**src/rtl/led_mode_ctrl.sv**
```systemverilog
// LED mode controller: each press event steps OFF -> ON -> BLINK -> BREATH -> OFF.
// The LED output is active-low and registered one stage after the mode register.
module led_mode_ctrl #(
  parameter int CLK_HZ   = 50_000_000,
  parameter int BLINK_HZ = 2,
  parameter int PWM_BITS = 8,
  parameter int STEP_CYC = 16384
) (
  input  logic       clk,
  input  logic       rst_n,
  input  logic       evt,
  output logic [1:0] mode_o,
  output logic       led
);

  localparam int HALF = CLK_HZ / (2 * BLINK_HZ);
  localparam int BW   = (HALF > 1) ? $clog2(HALF) : 1;
  localparam int SW   = (STEP_CYC > 1) ? $clog2(STEP_CYC) : 1;

  localparam logic [BW-1:0]       BLINK_LAST = BW'(HALF - 1);
  localparam logic [SW-1:0]       STEP_LAST  = SW'(STEP_CYC - 1);
  localparam logic [PWM_BITS-1:0] DUTY_MAX   = '1;
  localparam logic [PWM_BITS-1:0] DUTY_MIN   = '0;

  localparam logic [1:0] MODE_OFF    = 2'd0;
  localparam logic [1:0] MODE_ON     = 2'd1;
  localparam logic [1:0] MODE_BLINK  = 2'd2;
  localparam logic [1:0] MODE_BREATH = 2'd3;

  logic [1:0]          mode;
  logic [BW-1:0]       blink_cnt;
  logic                blink_phase;
  logic [PWM_BITS-1:0] pwm_cnt;
  logic [PWM_BITS-1:0] duty;
  logic [SW-1:0]       step_cnt;
  logic                dir_up;
  logic                led_next;

  assign mode_o = mode;

  // LED level derived only from registered state, so evt never reaches led combinationally.
  always_comb begin
    led_next = 1'b1;
    case (mode)
      MODE_OFF:    led_next = 1'b1;
      MODE_ON:     led_next = 1'b0;
      MODE_BLINK:  led_next = blink_phase;
      MODE_BREATH: led_next = !(pwm_cnt < duty);
      default:     led_next = 1'b1;
    endcase
  end

  always_ff @(posedge clk or negedge rst_n) begin
    if (!rst_n) begin
      mode        <= MODE_OFF;
      led         <= 1'b1;
      blink_cnt   <= '0;
      blink_phase <= 1'b0;
      pwm_cnt     <= '0;
      duty        <= '0;
      step_cnt    <= '0;
      dir_up      <= 1'b1;
    end else begin
      led <= led_next;
      if (evt) begin
        mode        <= mode + 2'd1;
        blink_cnt   <= '0;
        blink_phase <= 1'b0;
        pwm_cnt     <= '0;
        duty        <= '0;
        step_cnt    <= '0;
        dir_up      <= 1'b1;
      end else begin
        // Counters not owned by the current mode stay parked at zero.
        blink_cnt   <= '0;
        blink_phase <= 1'b0;
        pwm_cnt     <= '0;
        duty        <= '0;
        step_cnt    <= '0;
        dir_up      <= 1'b1;
        case (mode)
          MODE_BLINK: begin
            if (blink_cnt == BLINK_LAST) begin
              blink_cnt   <= '0;
              blink_phase <= !blink_phase;
            end else begin
              blink_cnt   <= blink_cnt + 1'b1;
              blink_phase <= blink_phase;
            end
          end
          MODE_BREATH: begin
            pwm_cnt <= pwm_cnt + 1'b1;
            duty    <= duty;
            dir_up  <= dir_up;
            if (step_cnt == STEP_LAST) begin
              step_cnt <= '0;
              // At an endpoint the step only flips direction, holding duty one extra step.
              if (dir_up) begin
                if (duty == DUTY_MAX) dir_up <= 1'b0;
                else                  duty   <= duty + 1'b1;
              end else begin
                if (duty == DUTY_MIN) dir_up <= 1'b1;
                else                  duty   <= duty - 1'b1;
              end
            end else begin
              step_cnt <= step_cnt + 1'b1;
            end
          end
          default: ;
        endcase
      end
    end
  end

endmodule

```
**config.mk**
```make
export PLATFORM = sky130hd
export DESIGN_NAME = led_mode_ctrl
export DESIGN_NICKNAME = d
export VERILOG_FILES = /design/src/rtl/led_mode_ctrl.sv
export SDC_FILE = /design/constraint.sdc
export NUM_CORES = 1
export LEC_CHECK = 0
export CORE_UTILIZATION = 36
export CTS_CLUSTER_SIZE = 30
export DETAILED_ROUTE_END_ITERATION = 12
export GPL_ROUTABILITY_DRIVEN = 0
export MAX_ROUTING_LAYER = met4
export PLACE_DENSITY = 0.56
export SLEW_MARGIN = 20
export SYNTH_ARGS = -nofsm -noshare
export SYNTH_HDL_FRONTEND = slang
export SYNTH_SLANG_ARGS = --single-unit
export TNS_END_PERCENT = 30
```
**constraint.sdc**
```tcl
create_clock -name clk -period 2.7 [get_ports clk]
set_input_delay 0.54 -clock clk [delete_from_list [all_inputs] [get_ports clk]]
set_output_delay 0.54 -clock clk [all_outputs]
set_load 0.005 [all_outputs]
```
==> results of run 1 <==
[registers in the layout, indices dropped and copies added (netlist names)]
| register | count |
|---|---|
| mode_o | 2 |
| blink_cnt | 24 |
| duty | 8 |
| step_cnt | 14 |
| dir_up | 1 |
| blink_phase | 1 |
| led | 1 |
| pwm_cnt | 8 |
[path summary, 6_finish.rpt]
path / start / endpoint / slack, ps / cells after the start
max in group asynchronous: rst_n / dir_up$_DFFE_PN1P_ / 1810 / 2
worst min register to register: step_cnt[0]$_DFF_PN0_ / step_cnt[0]$_DFF_PN0_ / 450 / 1
worst max-delay path: dir_up$_DFFE_PN1P_ / duty[7]$_DFFE_PN0P_ / 580 / 7
min in group clk: step_cnt[0]$_DFF_PN0_ / step_cnt[0]$_DFF_PN0_ / 450 / 1
worst max register to register: dir_up$_DFFE_PN1P_ / duty[7]$_DFFE_PN0P_ / 580 / 7
worst min-delay path: rst_n / duty[5]$_DFFE_PN0P_ / 220 / 1
[metal layers]
| metal | wire length, um | GRT usage, % | vias to the layer above |
|---|---|---|---|
| met5 | 0 | - | - |
| li1 | - | - | 1145 |
| met2 | 2670 | 22.5 | 16 |
| met3 | 169 | 4.39 | 6 |
| met1 | 3030 | 19.4 | 1085 |
| met4 | 51 | 2.94 | 0 |
[synthesized netlist by cell type (2+ instances only)]
cell and instances:
a21oi_1 7, nand3_1 22, buf_6 3, o211ai_1 4, inv_1 14, and4_1 3
xnor2_1 17, xor2_1 29, nor2b_1 2, and3_1 14, mux2i_1 5, nand2_1 16
clkbuf_1 3, a221oi_1 2, and2_1 3, nor4b_1 3, nand2b_1 5, o21ai_0 7
o31ai_1 2, nor2_1 59, dfstp_2 2, ha_1 19, a21o_1 2, a211oi_1 2
nand4_1 9, dfrtp_1 57, nor3_1 2
[kinds of logic (layout without fill, tap and decap cells)]
kind of cell    Yosys count  count (layout)
compound gates           29              29
fa+ha+maj                20              20
xor+xnor                 46              46
simple gates            149             149
flops                    59              59
mux                       5               5
buf+inv                  21              37
[power groups by stage]
stage	sequential, mW	combinational (mW)	clock (mW)
after floorplan	0.971	0.144	0
after global placement	0.971	0.244	0
after detailed placement	0.972	0.246	0
after CTS	0.956	0.247	0.869
after global routing	0.962	0.284	0.908
final	0.956	0.240	0.843
[final cells by class]
| type | count | share of cell area (%) |
|---|---|---|
| Multi-Input combinational cell | 249 | 46.5 |
| Clock inverter | 4 | 1.30 |
| Tap cell | 108 | 3.70 |
| Timing Repair Buffer | 7 | 1.99 |
| Inverter | 14 | 1.44 |
| Clock buffer | 12 | 4.53 |
| Sequential cell | 59 | 40.5 |
[metrics by stage]
| stage | cell area, um^2 | cells |
|---|---|---|
| floorplan | 3280 | 329 |
| global placement | 3430 | 437 |
| detailed placement | 3430 | 437 |
| CTS | 3650 | 453 |
| global route | 3650 | 453 |
| finish | 3650 | 453 |
==> impl_metrics.yaml, run 1 <==
status:
  status: "finished clean"
routing:
  drtIter0Drc: 93
  dr.pass1.iters: 4
  drc: 0
  ant_nets: 0
  dr_total_vias: 2252
  viasPerCell: 4.97
  wirelength_mm: 5.91
  avgRoutedWirePerCell_um: 13.1
layout:
  multi_input_area_um2: 1700
  final_common_cell: "nor2_1"
  insertedDiodeCount: 0
  nets: 363
  mostFrequentLayoutCells: "nor2_1, dfrtp_1, xor2_1"
  drive_gt1_share_pct: 8.41
  num-fill-cells: 865
  fin_util_pct: 41.6
  area_growth_syn_to_layout_pct: 11.3
  regArea_um2: 1480
floorplan:
  die_area_um2: 9490
  die_w_um: 97.4
  row_count: 34
  start_util_pct: 37.4
  io_pins: 6
  die_h_um: 97.4
  core_area_um2: 8760
timing:
  fin_crit_sh_pct: 78.3
  setup_violations: 0
  final.setup.worst_slack_ps: 585
  fin_skew_ps: 7.97
  grt_setup_unrepaired: "false"
  tightest_slew_ps: 690
  layout_min_cycle_time_ps: 2120
  slew_headroom_pct: 54.0
  finalHoldViolations: 0
  fmax_mhz: 473
  final_max_slew_viol_count: 0
  fin_hold_ws_ps: 223
  fin_tns_setup_ps: 0
critical_path:
  path_cells: "inv_1, ha_1, a211oi_1, o211ai_1, and3_1, o21ai_0, mux2i_1"
  cp_slowest_cell: "dfstp_2"
  arrival_ps: 2380
  start_kind: "flop"
  path_buf_inv: 1
  critPathTopFamily: "compound AO/OA/AOI/OAI gates"
  crit_fanout: 7
  endpoint_kind: "flop"
  critPathRequiredTime_ps: 2960
  path_class: "flop to flop"
  critPathMaxStageDelay_ps: 580
power:
  switchingPower_mw: 0.516
  seqPwrFrac_pct: 46.9
  combPwrFrac_pct: 11.8
  p_sw_share_pct: 25.3
  worst_ir_drop_vdd_mv: 0.366
  clock_power_share_pct: 41.3
  p_per_area_nw_per_um2: 559
  p_leak_nw: 1.59
  p_total_mw: 2.04
  p_int_mw: 1.52
place:
  io_buffers: 5
  dpl.hpwl_mm: 4.13
  place_ws_ps: 596
synth:
  synthArstFlopShare_pct: 100
  syn_inst: 329
  yosysWarnings: 0
  synth_xor_area_share_pct: 12.3
  synth_top_family_by_area: "simple AND/OR/NAND/NOR gates"
  synthMuxAreaShare_pct: 1.53
  avgSynthCellArea_um2: 9.96
  syn_nets: 352
  yosysTopAreaCell: "dfrtp_1"
  synth_cell_types: 43
  synth_seq_cells: 59
  ys_seq_area_share_pct: 45.1
  synth-adder-area-share_pct: 7.87
  synth_compound_area_share_pct: 5.77
  synth_area_um2: 3280
  synthSimpleGateAreaFrac_pct: 24.3
  synth_top_area_share_pct: 43.5
  synth-edff-count: 0
  synth_area_leaders: "dfrtp_1, xor2_1, ha_1"
  synthFlopType: "dfrtp_1"
clock_network:
  clk_path_buf_depth: 2
  cts.sinks: 59
  cts_hold_buf: 0
  clkLatencyLatePin_ps: 330
  clk_pin_slew_ps: 70
  h-tree-depth: 3
  cts_root_buf: "clkbuf_8"
  cts_tree: "built"
  postCtsSetupBuffers: 0
  cts_resized: 0
  numCtsBuffers: 9
flow_run:
  drv_cap: 0
global_routing:
  grt_max_degree: 37
  antenna_found_initial: 0
  grt_pass1_wl_mm: 11.1
  grt_overflow: 0
  track_usage_pct: 14.7
  grt_pass1_vias: 2393
min_path:
  hold_path_class: "input port to asynchronous set/reset pin"
Power figures use the tool's default switching activity.
==> inputs of run 2 (changes only) <==
==> constraint.sdc (replaced) <==
create_clock -name clk -period 2 [get_ports clk]
set_input_delay 0.4 -clock clk [delete_from_list [all_inputs] [get_ports clk]]
set_output_delay 0.4 -clock clk [all_outputs]
set_load 0.005 [all_outputs]
==> impl_metrics.yaml, run 2 (synthesis results as in run 1) <==
status:
  status: "finished clean"
routing:
  avgRoutedWirePerCell_um: 13.0
  drc: 0
  viasPerCell: 4.97
  dr.pass1.iters: 4
  ant_nets: 0
  drtIter0Drc: 70
  wirelength_mm: 6.04
  dr_total_vias: 2305
layout:
  reg_top3: "blink_cnt x24, step_cnt x14"
  insertedDiodeCount: 0
  final_common_cell: "nor2_1"
  drive_gt1_share_pct: 13.2
  largest_reg_flops: 24
  mostFrequentLayoutCells: "nor2_1, dfrtp_1, xor2_1"
  fin_area_um2: 3790
  regMostFlops: "blink_cnt"
  num-fill-cells: 868
  area_growth_syn_to_layout_pct: 15.5
  nets: 374
critical_path:
  r2r_slack_ps: 50
  critPathRequiredTime_ps: 2260
  path_class: "flop to flop"
  start_kind: "flop"
  arrival_ps: 2210
  crit_fanout: 6
  endpoint_kind: "flop"
power:
  p_sw_share_pct: 25.8
  switchingPower_mw: 0.724
  p_leak_nw: 1.62
  clock_power_share_pct: 42.5
  worst_ir_drop_vdd_mv: 0.507
  p_int_mw: 2.09
  combPwrFrac_pct: 11.7
  seqPwrFrac_pct: 45.8
  p_per_area_nw_per_um2: 743
  p_total_mw: 2.81
place:
  place_area_um2: 3500
  io_buffers: 5
  dpl.hpwl_mm: 4.07
global_routing:
  grt_pass1_vias: 2407
  grt_pass1_wl_mm: 11.0
  grt_max_degree: 60
  track_usage_pct: 14.8
  grt_overflow: 0
  antenna_found_initial: 0
timing:
  slew_headroom_pct: 70.7
  finalHoldViolations: 0
  grt_setup_unrepaired: "true"
  setup_violations: 0
  fmax_mhz: 514
  layout_min_cycle_time_ps: 1950
  fin_skew_ps: 8.64
  tightest_slew_ps: 437
  fin_crit_sh_pct: 97.3
  final_max_slew_viol_count: 0
clock_network:
  numCtsBuffers: 9
  cts.sinks: 59
  cts_tree: "built"
  clkLatencyLatePin_ps: 340
  clk_pin_slew_ps: 70
  cts_root_buf: "clkbuf_8"
  cts_hold_buf: 0
  h-tree-depth: 3
  clk_path_buf_depth: 2
floorplan:
  start_util_pct: 37.4
  io_pins: 6
  die_h_um: 97.4
  die_w_um: 97.4
  row_count: 34
  core_area_um2: 8760
  die_area_um2: 9490
flow_run:
  drv_cap: 0
min_path:
  hold_path_class: "input port to asynchronous set/reset pin"
[run 2: power by group through the flow]
stage,clock [mW],sequential (mW),combinational [mW]
final,1.19,1.29,0.329
after global routing,1.28,1.30,0.379
after CTS,1.24,1.29,0.340
after detailed placement,0,1.31,0.338
after global placement,0,1.31,0.335
after floorplan,0,1.31,0.194
[run 2: stage by stage]
stage / TNS [ps] / hold slack (ps) / util [%] / worst slack (ps) / instances
after CTS: 0 / 60.1 / 42.5 / 14.4 / 462
after floorplan: 0 / 104 / - / 37.5 / 329
after detailed placement: -35.6 / 435 / 40.0 / -35.6 / 446
after global placement: 0 / 432 / 40.0 / 29.0 / 446
final: 0 / 56.0 / 43.2 / 54.5 / 464
after global routing: -40.4 / 80.9 / 43.2 / -40.4 / 464
[run 2: routing by layer]
| metal | track usage [%] | vias to the layer above | wire length (um) |
|---|---|---|---|
| met4 | 4.52 | 0 | 81 |
| met3 | 4.24 | 9 | 154 |
| met5 | - | - | 0 |
| met1 | 18.6 | 1110 | 2960 |
| met2 | 23.2 | 13 | 2850 |
| li1 | - | 1173 | - |
[run 2: what timing repair did]
item | 4_1_cts | 5_1_grt
setup endpoints to repair | 1 | 3
pin swaps | 0 | 6
endpoints found under the hold margin | 0 | 0
buffers inserted | 0 | 2
resized for setup | 1 | 10
[run 2: final cells by class]
type | count | area, um^2 | share of cell area [%]
Clock buffer | 10 | 128 | 3.37
Clock inverter | 6 | 90.1 | 2.38
Inverter | 14 | 55.1 | 1.45
Multi-Input combinational cell | 249 | 1740 | 45.9
Sequential cell | 59 | 1480 | 39.1
Tap cell | 108 | 135 | 3.57
Timing Repair Buffer | 18 | 159 | 4.20
[run 2: final timing paths]
path | start | endpoint | depth (start not counted)
min reg2reg | step_cnt[0]$_DFF_PN0_ | step_cnt[0]$_DFF_PN0_ | 1
max | dir_up$_DFFE_PN1P_ | duty[6]$_DFFE_PN0P_ | 7
max in group asynchronous | rst_n | led$_DFF_PN1_ | 2
min in group clk | step_cnt[0]$_DFF_PN0_ | step_cnt[0]$_DFF_PN0_ | 1
min | rst_n | step_cnt[11]$_DFF_PN0_ | 2
max reg2reg | dir_up$_DFFE_PN1P_ | duty[6]$_DFFE_PN0P_ | 7
[run 2: critical path, cell delays in order, from the launching register on]
cell and delay [ps]:
dfstp_2 560, inv_4 70, ha_4 220, nor2b_1 140, o31a_1 320, nor4b_2 340
o31ai_2 100, a21oi_1 130
